**src/rtl/sdram_arbiter_pkg.sv**
```systemverilog
// Shared definitions for the SDRAM request/enable arbiter.
// Holds the SDRAM command codes, the default bus widths and the arbiter state encoding.
package sdram_arbiter_pkg;

    // SDRAM commands as {cs_n, ras_n, cas_n, we_n}
    localparam logic [3:0] CMD_NOP  = 4'b0111;
    localparam logic [3:0] CMD_PRE  = 4'b0010;
    localparam logic [3:0] CMD_AREF = 4'b0001;
    localparam logic [3:0] CMD_MREG = 4'b0000;
    localparam logic [3:0] CMD_ACT  = 4'b0011;
    localparam logic [3:0] CMD_WR   = 4'b0100;
    localparam logic [3:0] CMD_RD   = 4'b0101;

    // Default widths
    localparam int SDRAM_ADDR_W = 13;
    localparam int SDRAM_BANK_W = 2;
    localparam int SDRAM_DATA_W = 16;

    // Arbiter states
    typedef enum logic [2:0] {
        ST_INIT  = 3'd0,
        ST_IDLE  = 3'd1,
        ST_AREF  = 3'd2,
        ST_WRITE = 3'd3,
        ST_READ  = 3'd4
    } arb_state_t;

endpackage

```
**src/rtl/sdram_arbiter.sv**
```systemverilog
// SDRAM arbiter: grants one of auto-refresh / write / read at a time and muxes the
// granted requester's command, address and bank onto the SDRAM pins. Before init_end,
// the sdram_init signals drive the pins.
// Optional feature: define SDRAM_ARB_RR_EN for write/read round-robin on ties
// (refresh always wins). Without it, priority is fixed: aref > wr > rd.
module sdram_arbiter
    import sdram_arbiter_pkg::*;
#(
    parameter int ADDR_W = SDRAM_ADDR_W,
    parameter int BANK_W = SDRAM_BANK_W,
    parameter int DATA_W = SDRAM_DATA_W
) (
    input  logic              clk,
    input  logic              rst_n,
    input  logic [3:0]        init_cmd,
    input  logic [ADDR_W-1:0] init_addr,
    input  logic [BANK_W-1:0] init_bank_addr,
    input  logic              init_end,
    input  logic              aref_req,
    input  logic              aref_end,
    input  logic [3:0]        aref_cmd,
    input  logic [ADDR_W-1:0] aref_addr,
    input  logic [BANK_W-1:0] aref_bank_addr,
    input  logic              wr_req,
    input  logic              wr_end,
    input  logic [3:0]        wr_cmd,
    input  logic [ADDR_W-1:0] wr_addr,
    input  logic [BANK_W-1:0] wr_bank_addr,
    input  logic [DATA_W-1:0] wr_data,
    input  logic              wr_sdram_en,
    input  logic              rd_req,
    input  logic              rd_end,
    input  logic [3:0]        rd_cmd,
    input  logic [ADDR_W-1:0] rd_addr,
    input  logic [BANK_W-1:0] rd_bank_addr,
    output logic              aref_en,
    output logic              wr_en,
    output logic              rd_en,
    output logic [3:0]        sdram_cmd,
    output logic [ADDR_W-1:0] sdram_addr,
    output logic [BANK_W-1:0] sdram_bank_addr,
    output logic [DATA_W-1:0] sdram_dq_out,
    output logic              sdram_dq_oe
);

    arb_state_t r_state;
    logic       r_aref_en;
    logic       r_wr_en;
    logic       r_rd_en;
    logic       w_pick_wr;
    logic       w_pick_rd;

`ifdef SDRAM_ARB_RR_EN
    logic       r_last_wr;   // 1: write was granted last, 0: read was granted last

    // Write/read selection: on a tie, grant whichever was not granted last
    always_comb begin
        w_pick_wr = wr_req & (~rd_req | ~r_last_wr);
        w_pick_rd = rd_req & ~w_pick_wr;
    end

    // Remember which of write/read was granted most recently (starts as "read last")
    always_ff @(posedge clk or negedge rst_n) begin
        if (!rst_n) begin
            r_last_wr <= 1'b0;
        end else if ((r_state == ST_IDLE) && !aref_req && w_pick_wr) begin
            r_last_wr <= 1'b1;
        end else if ((r_state == ST_IDLE) && !aref_req && w_pick_rd) begin
            r_last_wr <= 1'b0;
        end else begin
            r_last_wr <= r_last_wr;
        end
    end
`else
    // Write/read selection: fixed priority, write before read
    always_comb begin
        w_pick_wr = wr_req;
        w_pick_rd = rd_req & ~wr_req;
    end
`endif

    // Grant FSM: state and grant enables move together on the same edge
    always_ff @(posedge clk or negedge rst_n) begin
        if (!rst_n) begin
            r_state   <= ST_INIT;
            r_aref_en <= 1'b0;
            r_wr_en   <= 1'b0;
            r_rd_en   <= 1'b0;
        end else begin
            case (r_state)
                ST_INIT: begin
                    if (init_end) r_state <= ST_IDLE;
                    else          r_state <= ST_INIT;
                end
                ST_IDLE: begin
                    if (aref_req) begin
                        r_state   <= ST_AREF;
                        r_aref_en <= 1'b1;
                    end else if (w_pick_wr) begin
                        r_state   <= ST_WRITE;
                        r_wr_en   <= 1'b1;
                    end else if (w_pick_rd) begin
                        r_state   <= ST_READ;
                        r_rd_en   <= 1'b1;
                    end else begin
                        r_state   <= ST_IDLE;
                    end
                end
                ST_AREF: begin
                    if (aref_end) begin
                        r_state   <= ST_IDLE;
                        r_aref_en <= 1'b0;
                    end else begin
                        r_state   <= ST_AREF;
                    end
                end
                ST_WRITE: begin
                    if (wr_end) begin
                        r_state <= ST_IDLE;
                        r_wr_en <= 1'b0;
                    end else begin
                        r_state <= ST_WRITE;
                    end
                end
                ST_READ: begin
                    if (rd_end) begin
                        r_state <= ST_IDLE;
                        r_rd_en <= 1'b0;
                    end else begin
                        r_state <= ST_READ;
                    end
                end
                default: begin
                    r_state   <= ST_INIT;
                    r_aref_en <= 1'b0;
                    r_wr_en   <= 1'b0;
                    r_rd_en   <= 1'b0;
                end
            endcase
        end
    end

    // Pin mux from the registered state; pins are forced to NOP while reset is held
    always_comb begin
        sdram_cmd       = CMD_NOP;
        sdram_addr      = {ADDR_W{1'b0}};
        sdram_bank_addr = {BANK_W{1'b0}};
        sdram_dq_oe     = 1'b0;
        if (!rst_n) begin
            sdram_cmd = CMD_NOP;
        end else begin
            case (r_state)
                ST_INIT: begin
                    sdram_cmd       = init_cmd;
                    sdram_addr      = init_addr;
                    sdram_bank_addr = init_bank_addr;
                end
                ST_AREF: begin
                    sdram_cmd       = aref_cmd;
                    sdram_addr      = aref_addr;
                    sdram_bank_addr = aref_bank_addr;
                end
                ST_WRITE: begin
                    sdram_cmd       = wr_cmd;
                    sdram_addr      = wr_addr;
                    sdram_bank_addr = wr_bank_addr;
                    sdram_dq_oe     = wr_sdram_en;
                end
                ST_READ: begin
                    sdram_cmd       = rd_cmd;
                    sdram_addr      = rd_addr;
                    sdram_bank_addr = rd_bank_addr;
                end
                default: begin
                    sdram_cmd       = CMD_NOP;
                end
            endcase
        end
    end

    assign aref_en      = r_aref_en;
    assign wr_en        = r_wr_en;
    assign rd_en        = r_rd_en;
    assign sdram_dq_out = wr_data;

endmodule
```
**config.mk**
```make
export PLATFORM = sky130hd
export DESIGN_NAME = sdram_arbiter
export DESIGN_NICKNAME = d
export VERILOG_FILES = /design/src/rtl/sdram_arbiter_pkg.sv /design/src/rtl/sdram_arbiter.sv
export SDC_FILE = /design/constraint.sdc
export NUM_CORES = 1
export LEC_CHECK = 0
export CORE_UTILIZATION = 25
export DETAILED_ROUTE_END_ITERATION = 8
export GPL_TIMING_DRIVEN = 0
export PLACE_DENSITY = 0.78
export SYNTH_ARGS = -nofsm -noshare
export SYNTH_HDL_FRONTEND = slang
export SYNTH_SLANG_ARGS = --single-unit
```
**constraint.sdc**
```tcl
create_clock -name clk -period 1.55 [get_ports clk]
set_input_delay 0.31 -clock clk [delete_from_list [all_inputs] [get_ports clk]]
set_output_delay 0.31 -clock clk [all_outputs]
set_load 0.01 [all_outputs]
```
==> results.json, run 1 <==
{
  "synthDistinctLibCells": 33,
  "clk_latency_ns": 0.24,
  "min_period_ns": 1.975,
  "grt_pass1_wl_mm": 7.762,
  "initial_core_util": 0.2604,
  "grt_pass1_vias": 1746,
  "synthFlopType": "dfrtp_1",
  "holdBufCountCts": 0,
  "dr.first_iter.drc_count": 34,
  "overflow": 0,
  "post-route-period-util": 1.274,
  "start_kind": "register",
  "final_cell_mix": "103 x clkdlybuf4s50_1, 33 x mux2i_1, 29 x buf_4",
  "yosys_warnings": 0,
  "syn_avg_cell_area_um2": 8.039,
  "synth_compound_area_frac": 0.2614,
  "cp_top_family": "flip-flops",
  "root_buffer": "clkbuf_8",
  "cap_violations": 0,
  "place_inst": 344,
  "rsz0062_at_grt": "yes",
  "hold_ws_ns": 0.009124,
  "area_growth_syn_to_layout_pct": 119.7,
  "p_total_uw": 3181,
  "wl_mm": 5.007,
  "hold_viol_final": 0,
  "synth_top_family_by_area": "multiplexers",
  "die-area_um2": 5204,
  "antenna_found_initial": 0,
  "critPathMaxStageDelay_ns": 0.44,
  "crit_chain": "or2_4 -> buf_6 -> clkbuf_16 -> o22a_1 -> nor2_2 -> buf_2",
  "pre_cts_slack_ns": -1.316,
  "num_vias": 1657,
  "worstSetupEndpointType": "output port",
  "instances_no_fill": 358,
  "required_ns": 1.24,
  "postSynthCellCount": 153,
  "cts_tree": "done",
  "grt_max_degree": 11,
  "worst_pin_slew_ns": 0.3012,
  "final_common_cell": "clkdlybuf4s50_1",
  "gp_congestion": 0.8054,
  "p_per_area_nw_per_um2": 1177,
  "drv_slew": 0,
  "grt_use_total": 0.1889,
  "dp_hpwl_mm": 3.723,
  "synth_edf_count": 0,
  "clock_skew_ns": 0.007734,
  "synthAdderAreaFrac": 0,
  "synthSimpleGateAreaFrac": 0.1587,
  "final_core_util": 0.5722,
  "clock_tree.buffer_depth": 2,
  "worst_ep_arrival_time_ns": 1.66,
  "drc": 0,
  "fmax_mhz": 506.4,
  "power.leakage_uw": 0.001124,
  "clk_pin_slew_worst_paths_ns": 0.04,
  "layout_setup_ws_ns": -0.4247,
  "syn_area_um2": 1230,
  "drive_gt1_frac": 0.2921,
  "drtPass1Iterations": 4,
  "core-area_um2": 4723,
  "peakVddDrop_v": 0.0005049,
  "synthXorXnorAreaFrac": 0,
  "critPathBufInv": 3,
  "diodes": 0,
  "nets": 395,
  "ant_nets": 0,
  "violations": "negative setup slack",
  "outcome": "finished, violations left",
  "async_reset_ff_frac": 1.000,
  "worstPathMaxFanout": 6,
  "cp_slowest_cell": "dfrtp_2",
  "clock-sinks": 6,
  "via_per_inst": 4.628,
  "ys_ff_latch": 6,
  "setup_viol": 20,
  "wl_per_cell_um": 13.99,
  "yosysSeqAreaShare": 0.1221,
  "port_buffers": 124,
  "cts_buffers": 3,
  "max_slew_margin": 0.7977,
  "htree_levels": 1,
  "die_w_um": 72.14,
  "std_cell_rows": 25,
  "worstSetupPathType": "reg2out",
  "synth_mux_area_frac": 0.2686,
  "io_pins": 141,
  "synth_nets": 255,
  "die_h_um": 72.14,
  "hold_class": "in2async"
}
==> final timing paths <==
check	from	end	slack (ns)	depth (start not counted)
setup reg to reg	r_state[0]	rd_en	0.06	6
max in group asynchronous	rst_n	r_state[1]	1.33	1
hold reg to reg	rd_en	rd_en	0.51	1
setup / recovery	r_state[0]	sdram_addr[5]	-0.42	6
hold / removal	rst_n	aref_en	0.009	1
min in group clk	rd_en	rd_en	0.51	1
==> logic make-up after synthesis <==
group	Yosys count
AO/OA/AOI/OAI	41
buffers and inverters	36
AND/OR/NAND/NOR	37
flip-flops	6
multiplexers	33
==> sequential cells by signal, summed over array words and instances, names as in the netlist <==
name     cells
aref_en      1
wr_en        1
rd_en        1
r_state      3
==> synthesized netlist by cell type, types with 4 or more instances <==
cell type / number / share of area
buf_4: 17 / 0.10
dfrtp_1: 6 / 0.12
nor2b_1: 5 / 0.025
o21ai_0: 4 / 0.016
mux2i_1: 33 / 0.27
buf_2: 9 / 0.037
inv_1: 5 / 0.015
nor2_1: 12 / 0.037
nor2_2: 9 / 0.046
o22a_1: 16 / 0.11
==> per-stage QoR <==
step                      setup TNS (ns)  instance area (um^2)
after CTS                         -6.980                  2631
after global routing              -7.932                  2703
after global placement            -22.44                  2555
after detailed placement          -22.33                  2555
after floorplan                  -0.5032                  1230
final                             -7.061                  2703
==> where the power goes <==
part           switching, uW  internal [uW]
clock network           84.7            168
logic                   1140           1480
registers               77.0            232
total                   1300           1880
==> routing by layer <==
layer | global-route usage | wire (um) | vias to the layer above
met5 | 0 | 0 | -
met2 | 0.3541 | 2520 | 97
li1 | - | - | 816
met3 | 0.03611 | 434 | 12
met4 | 0.07625 | 84 | 0
met1 | 0.2071 | 1968 | 732
==> cell type report <==
cell class	count	area (um^2)
fillers	427	2021
repair buffers	138	1272
multi-input cells	111	880.8
plain buffers	28	251.5
flip-flops and latches	6	153.9
well taps	67	83.83
clock buffers	3	41.29
inverters	5	18.77
==> worst register-to-register path: stages, from the launching register on <==
cell and delay (ns):
dfrtp_2 0.44, or2_4 0.27, buf_4 0.13, buf_6 0.12, buf_4 0.12, o21ai_0 0.18
a22o_1 0.15
==> what timing repair did <==
| item | 4_1_cts | 5_1_grt |
|---|---|---|
| setup endpoints to repair | 20 | 20 |
| cloned | 1 | 1 |
| buffers inserted | 9 | 3 |
| resized for setup | 101 | 20 |
| pin swaps | 10 | 20 |
No activity file was read; power rests on OpenSTA's default activity.
==> run 2: changes to the inputs <==
--- a/config.mk
+++ b/config.mk
@@ -8,7 +8,9 @@
 export CORE_UTILIZATION = 25
 export DETAILED_ROUTE_END_ITERATION = 8
 export GPL_TIMING_DRIVEN = 0
+export MAX_ROUTING_LAYER = met4
 export PLACE_DENSITY = 0.78
+export RECOVER_POWER = 25
 export SYNTH_ARGS = -nofsm -noshare
 export SYNTH_HDL_FRONTEND = slang
 export SYNTH_SLANG_ARGS = --single-unit
==> run 2 against run 1 <==
Against the previous run:
- the flow still finishes with violations (negative setup slack)
- clock power hardly changed
- combinational power hardly changed
- sequential share of layout area stayed put
- power hardly changed
- cell count stayed put
- clock-buffer cell count stayed put
- die area stayed put
- critical path depth stayed put
- critical endpoint unchanged
- highest routed layer unchanged
==> results.json, run 2 (synthesis gave the netlist of run 1 again) <==
{
  "io_pins": 141,
  "worstPathMaxFanout": 6,
  "drv_slew": 0,
  "clock-sinks": 6,
  "core-area_um2": 4723,
  "std_cell_rows": 25,
  "hold_viol_final": 0,
  "drive_gt1_frac": 0.2921,
  "critPathMaxStageDelay_ns": 0.44,
  "wl_per_cell_um": 13.99,
  "diodes": 0,
  "nets": 395,
  "clk_pin_slew_worst_paths_ns": 0.04,
  "grt_use_total": 0.1946,
  "initial_core_util": 0.2604,
  "clock_skew_ns": 0.007734,
  "grt_pass1_vias": 1751,
  "layout_setup_ws_ns": -0.4235,
  "grt_pass1_wl_mm": 7.748,
  "final_cell_mix": "102 x clkdlybuf4s50_1, 33 x mux2i_1, 29 x buf_4",
  "worst_ep_arrival_time_ns": 1.66,
  "antenna_found_initial": 0,
  "final_common_cell": "clkdlybuf4s50_1",
  "rsz0062_at_grt": "yes",
  "area_growth_syn_to_layout_pct": 119.7,
  "dp_hpwl_mm": 3.723,
  "via_per_inst": 4.628,
  "worstSetupPathType": "reg2out",
  "port_buffers": 124,
  "final_core_util": 0.5722,
  "start_kind": "register",
  "gp_congestion": 0.8171,
  "num_vias": 1657,
  "root_buffer": "clkbuf_8",
  "largest_reg_flops": 3,
  "required_ns": 1.24,
  "clk_latency_ns": 0.24,
  "min_period_ns": 1.973,
  "wl_mm": 5.009,
  "die_w_um": 72.14,
  "fmax_mhz": 506.7,
  "outcome": "finished, violations left",
  "cap_violations": 0,
  "hold_class": "in2async",
  "worst_pin_slew_ns": 0.3012,
  "rrSetupSlack_ns": 0.06,
  "critPathBufInv": 3,
  "power.leakage_uw": 0.001124,
  "violations": "negative setup slack",
  "top_register": "r_state",
  "post-route-period-util": 1.273,
  "cts_tree": "done",
  "grt_max_degree": 11,
  "p_per_area_nw_per_um2": 1177,
  "worstSetupEndpointType": "output port",
  "cp_top_family": "flip-flops",
  "holdBufCountCts": 0,
  "clock_tree.buffer_depth": 2,
  "cts_buffers": 3,
  "ant_nets": 0,
  "dr.first_iter.drc_count": 33,
  "die_h_um": 72.14,
  "setup_viol": 20,
  "peakVddDrop_v": 0.0005043,
  "crit_chain": "or2_4 -> buf_6 -> clkbuf_16 -> o22a_1 -> nor2_2 -> buf_2",
  "max_slew_margin": 0.7977,
  "drc": 0,
  "die-area_um2": 5204,
  "htree_levels": 1,
  "cp_slowest_cell": "dfrtp_2",
  "overflow": 0,
  "drtPass1Iterations": 4,
  "setup_tns_ns": -7.066
}
run 2: final cells by class:
| cell class | instances | area, um^2 |
|---|---|---|
| inverter | 5 | 18.77 |
| multi-input combinational | 111 | 880.8 |
| timing repair buffer | 138 | 1272 |
| clock buffer | 3 | 41.29 |
| fill | 427 | 2021 |
| sequential | 6 | 153.9 |
| buffer | 28 | 251.5 |
| tap | 67 | 83.83 |
run 2: where the power goes:
part	leakage, uW	switching (uW)	internal (uW)	total (uW)
clock network	0.0000216	84.7	168	253
registers	0.0000696	77.0	232	310
logic	0.00103	1140	1480	2620
run 2: path summary, 6_finish.rpt:
path | start | to | depth (start not counted)
max | r_state[0] | sdram_addr[5] | 6
max in group asynchronous | rst_n | r_state[1] | 1
max reg2reg | r_state[0] | rd_en | 6
min | rst_n | aref_en | 1
min in group clk | rd_en | rd_en | 1
min reg2reg | rd_en | rd_en | 1
run 2: metal layers:
layer / up-vias / GRT usage / routed length [um]
li1: 816 / - / -
met1: 732 / 0.2165 / 2036
met2: 97 / 0.3541 / 2521
met3: 12 / 0.02083 / 366
met4: 0 / 0.07625 / 84
met5: - / - / 0
run 2: stage by stage:
step / power, uW / instances / setup slack [ns] / hold WS, ns / area [um^2]
6_report: 3180 / 358 / -0.4235 / 0.009124 / 2703
5_1_grt: 3403 / 358 / -0.4503 / 0.03263 / 2703
4_1_cts: 2958 / 355 / -0.4177 / 0.02511 / 2631
3_5_place_dp: 2580 / 344 / -1.316 / 0.5072 / 2555
3_3_place_gp: 2567 / 344 / -1.324 / 0.5069 / 2555
2_1_floorplan: 1663 / 153 / -0.05243 / 0.01441 / 1230
run 2: worst reg2reg max path, stage by stage (launching register included):
cell     delay (ns)
dfrtp_2        0.44
or2_4          0.27
buf_4          0.13
buf_6          0.12
buf_4          0.12
o21ai_0        0.18
a22o_1         0.15
run 2: what timing repair did:
action | CTS | global route
buffers inserted | 9 | 3
resized for setup | 101 | 20
endpoints found under the setup margin | 20 | 20
pin swaps | 10 | 20
cloned | 1 | 1
==> run 3: changes to the inputs <==
--- a/config.mk
+++ b/config.mk
@@ -5,11 +5,13 @@
 export SDC_FILE = /design/constraint.sdc
 export NUM_CORES = 1
 export LEC_CHECK = 0
-export CORE_UTILIZATION = 25
+export CELL_PAD_IN_SITES_DETAIL_PLACEMENT = 0
+export CELL_PAD_IN_SITES_GLOBAL_PLACEMENT = 1
+export CORE_UTILIZATION = 15
 export DETAILED_ROUTE_END_ITERATION = 8
 export GPL_TIMING_DRIVEN = 0
 export MAX_ROUTING_LAYER = met4
-export PLACE_DENSITY = 0.78
+export PLACE_DENSITY_LB_ADDON = 0.1
 export RECOVER_POWER = 25
 export SYNTH_ARGS = -nofsm -noshare
 export SYNTH_HDL_FRONTEND = slang
==> run 3 against run 2 <==
Against the previous run:
- the run still ends with negative setup slack left
- sequential share of layout area decreased by 0.19 points
- wire length rose by 9.1%
- via count is 2.3% lower
- clock-buffer cell count is the same
- register-to-register slack is essentially flat
- critical path depth unchanged
- cell area rose by 2.5%
- sequential power is 3% lower
- first-iteration DRC count down 12%
- clock skew down 0.0076 ns
- clock power shrank 10%
- critical path type unchanged
- largest cell class unchanged
==> results.json, run 3 (synthesis gave the netlist of run 1 again) <==
{
  "outcome": "finished, violations left",
  "drv_slew": 0,
  "die-area_um2": 8566,
  "grt_use_total": 0.1277,
  "final_core_util": 0.3532,
  "rrSetupSlack_ns": 0.05,
  "diodes": 0,
  "layout_setup_ws_ns": -0.4075,
  "cp_top_family": "flip-flops",
  "hold_viol_final": 0,
  "core-area_um2": 7848,
  "io_pins": 141,
  "num_vias": 1619,
  "die_w_um": 92.55,
  "std_cell_rows": 32,
  "hold_class": "in2async",
  "drc": 0,
  "cts_tree": "done",
  "min_period_ns": 1.957,
  "dr.first_iter.drc_count": 29,
  "grt_pass1_vias": 1767,
  "grt_max_degree": 11,
  "clk_pin_slew_worst_paths_ns": 0.03,
  "worstSetupPathType": "reg2out",
  "p_per_area_nw_per_um2": 1147,
  "die_h_um": 92.55,
  "peakVddDrop_v": 0.0003638,
  "critPathMaxStageDelay_ns": 0.43,
  "htree_levels": 1,
  "grt_pass1_wl_mm": 8.438,
  "violations": "negative setup slack",
  "clock-sinks": 6,
  "post-route-period-util": 1.263,
  "clk_latency_ns": 0.22,
  "port_buffers": 124,
  "p_total_uw": 3178,
  "required_ns": 1.24,
  "final_cell_mix": "102 x clkdlybuf4s50_1, 33 x mux2i_1, 27 x buf_4",
  "crit_chain": "or2_1 -> buf_6 -> buf_8 -> o22a_1 -> nor2_2 -> buf_2",
  "cts_buffers": 3,
  "overflow": 0,
  "gp_congestion": 0.7431,
  "worst_ep_arrival_time_ns": 1.65,
  "ant_nets": 0,
  "clock_tree.buffer_depth": 2,
  "pre_cts_slack_ns": -1.477,
  "wl_per_cell_um": 14.02,
  "via_per_inst": 4.151,
  "setup_viol": 20,
  "final_common_cell": "clkdlybuf4s50_1",
  "start_kind": "register",
  "worstPathMaxFanout": 5,
  "cp_slowest_cell": "dfrtp_2",
  "antenna_found_initial": 0,
  "nets": 392,
  "power.leakage_uw": 0.001123,
  "clock_skew_ns": 0.0001293,
  "rsz0062_at_grt": "yes",
  "root_buffer": "clkbuf_8",
  "largest_reg_flops": 3,
  "max_slew_margin": 0.8179,
  "cap_violations": 0,
  "drtPass1Iterations": 4,
  "initial_core_util": 0.1567,
  "wl_mm": 5.467,
  "top_register": "r_state",
  "worst_pin_slew_ns": 0.2721,
  "worstSetupEndpointType": "output port",
  "critPathBufInv": 3,
  "area_growth_syn_to_layout_pct": 125.3,
  "dp_hpwl_mm": 4.394,
  "drive_gt1_frac": 0.2917,
  "fmax_mhz": 510.9
}
run 3: what timing repair did:
| item | CTS | global route |
|---|---|---|
| gates cloned | 1 | 0 |
| pin swaps | 15 | 12 |
| setup buffers | 9 | 0 |
| resized for setup | 117 | 13 |
| endpoints found under the setup margin | 20 | 22 |
| hold buffers | 0 | 0 |
run 3: worst paths after layout:
| check | from | endpoint | cells past startpoint |
|---|---|---|---|
| setup / recovery | r_state[1] | sdram_addr[4] | 6 |
| hold / removal | rst_n | aref_en | 1 |
| setup reg to reg | r_state[1] | r_state[0] | 6 |
| hold reg to reg | rd_en | rd_en | 1 |
| max in group asynchronous | rst_n | r_state[0] | 1 |
| min in group clk | rd_en | rd_en | 1 |
run 3: per-layer routing:
| metal | share of wire | GRT usage | wire (um) |
|---|---|---|---|
| met5 | 0 | - | 0 |
| met4 | 0.0022 | 0.007813 | 12 |
| met3 | 0.092 | 0.03777 | 503 |
| met2 | 0.48 | 0.2253 | 2634 |
| met1 | 0.42 | 0.1491 | 2317 |
run 3: report_power, final:
part	internal [uW]	total (uW)	switching, uW
Clock	166	227	60.7
Sequential	232	301	68.9
Combinational	1470	2650	1180
run 3: area by class of cell:
class	instances	area, um^2
inverters	5	18.77
fillers	883	5076
multi-input cells	111	912.1
well taps	102	127.6
flip-flops and latches	6	152.6
repair buffers	134	1254
clock buffers	3	41.29
plain buffers	29	265.3
run 3: per-stage QoR:
stage	area (um^2)	std cells	TNS, ns	hold slack [ns]
2_1_floorplan	1230	153	-0.5032	0.01441
6_report	2771	390	-6.377	0.03506
3_5_place_dp	2599	379	-25.06	0.4877
4_1_cts	2738	391	-7.297	0.04430
3_3_place_gp	2599	379	-24.75	0.4917
5_1_grt	2771	390	-7.528	0.05512
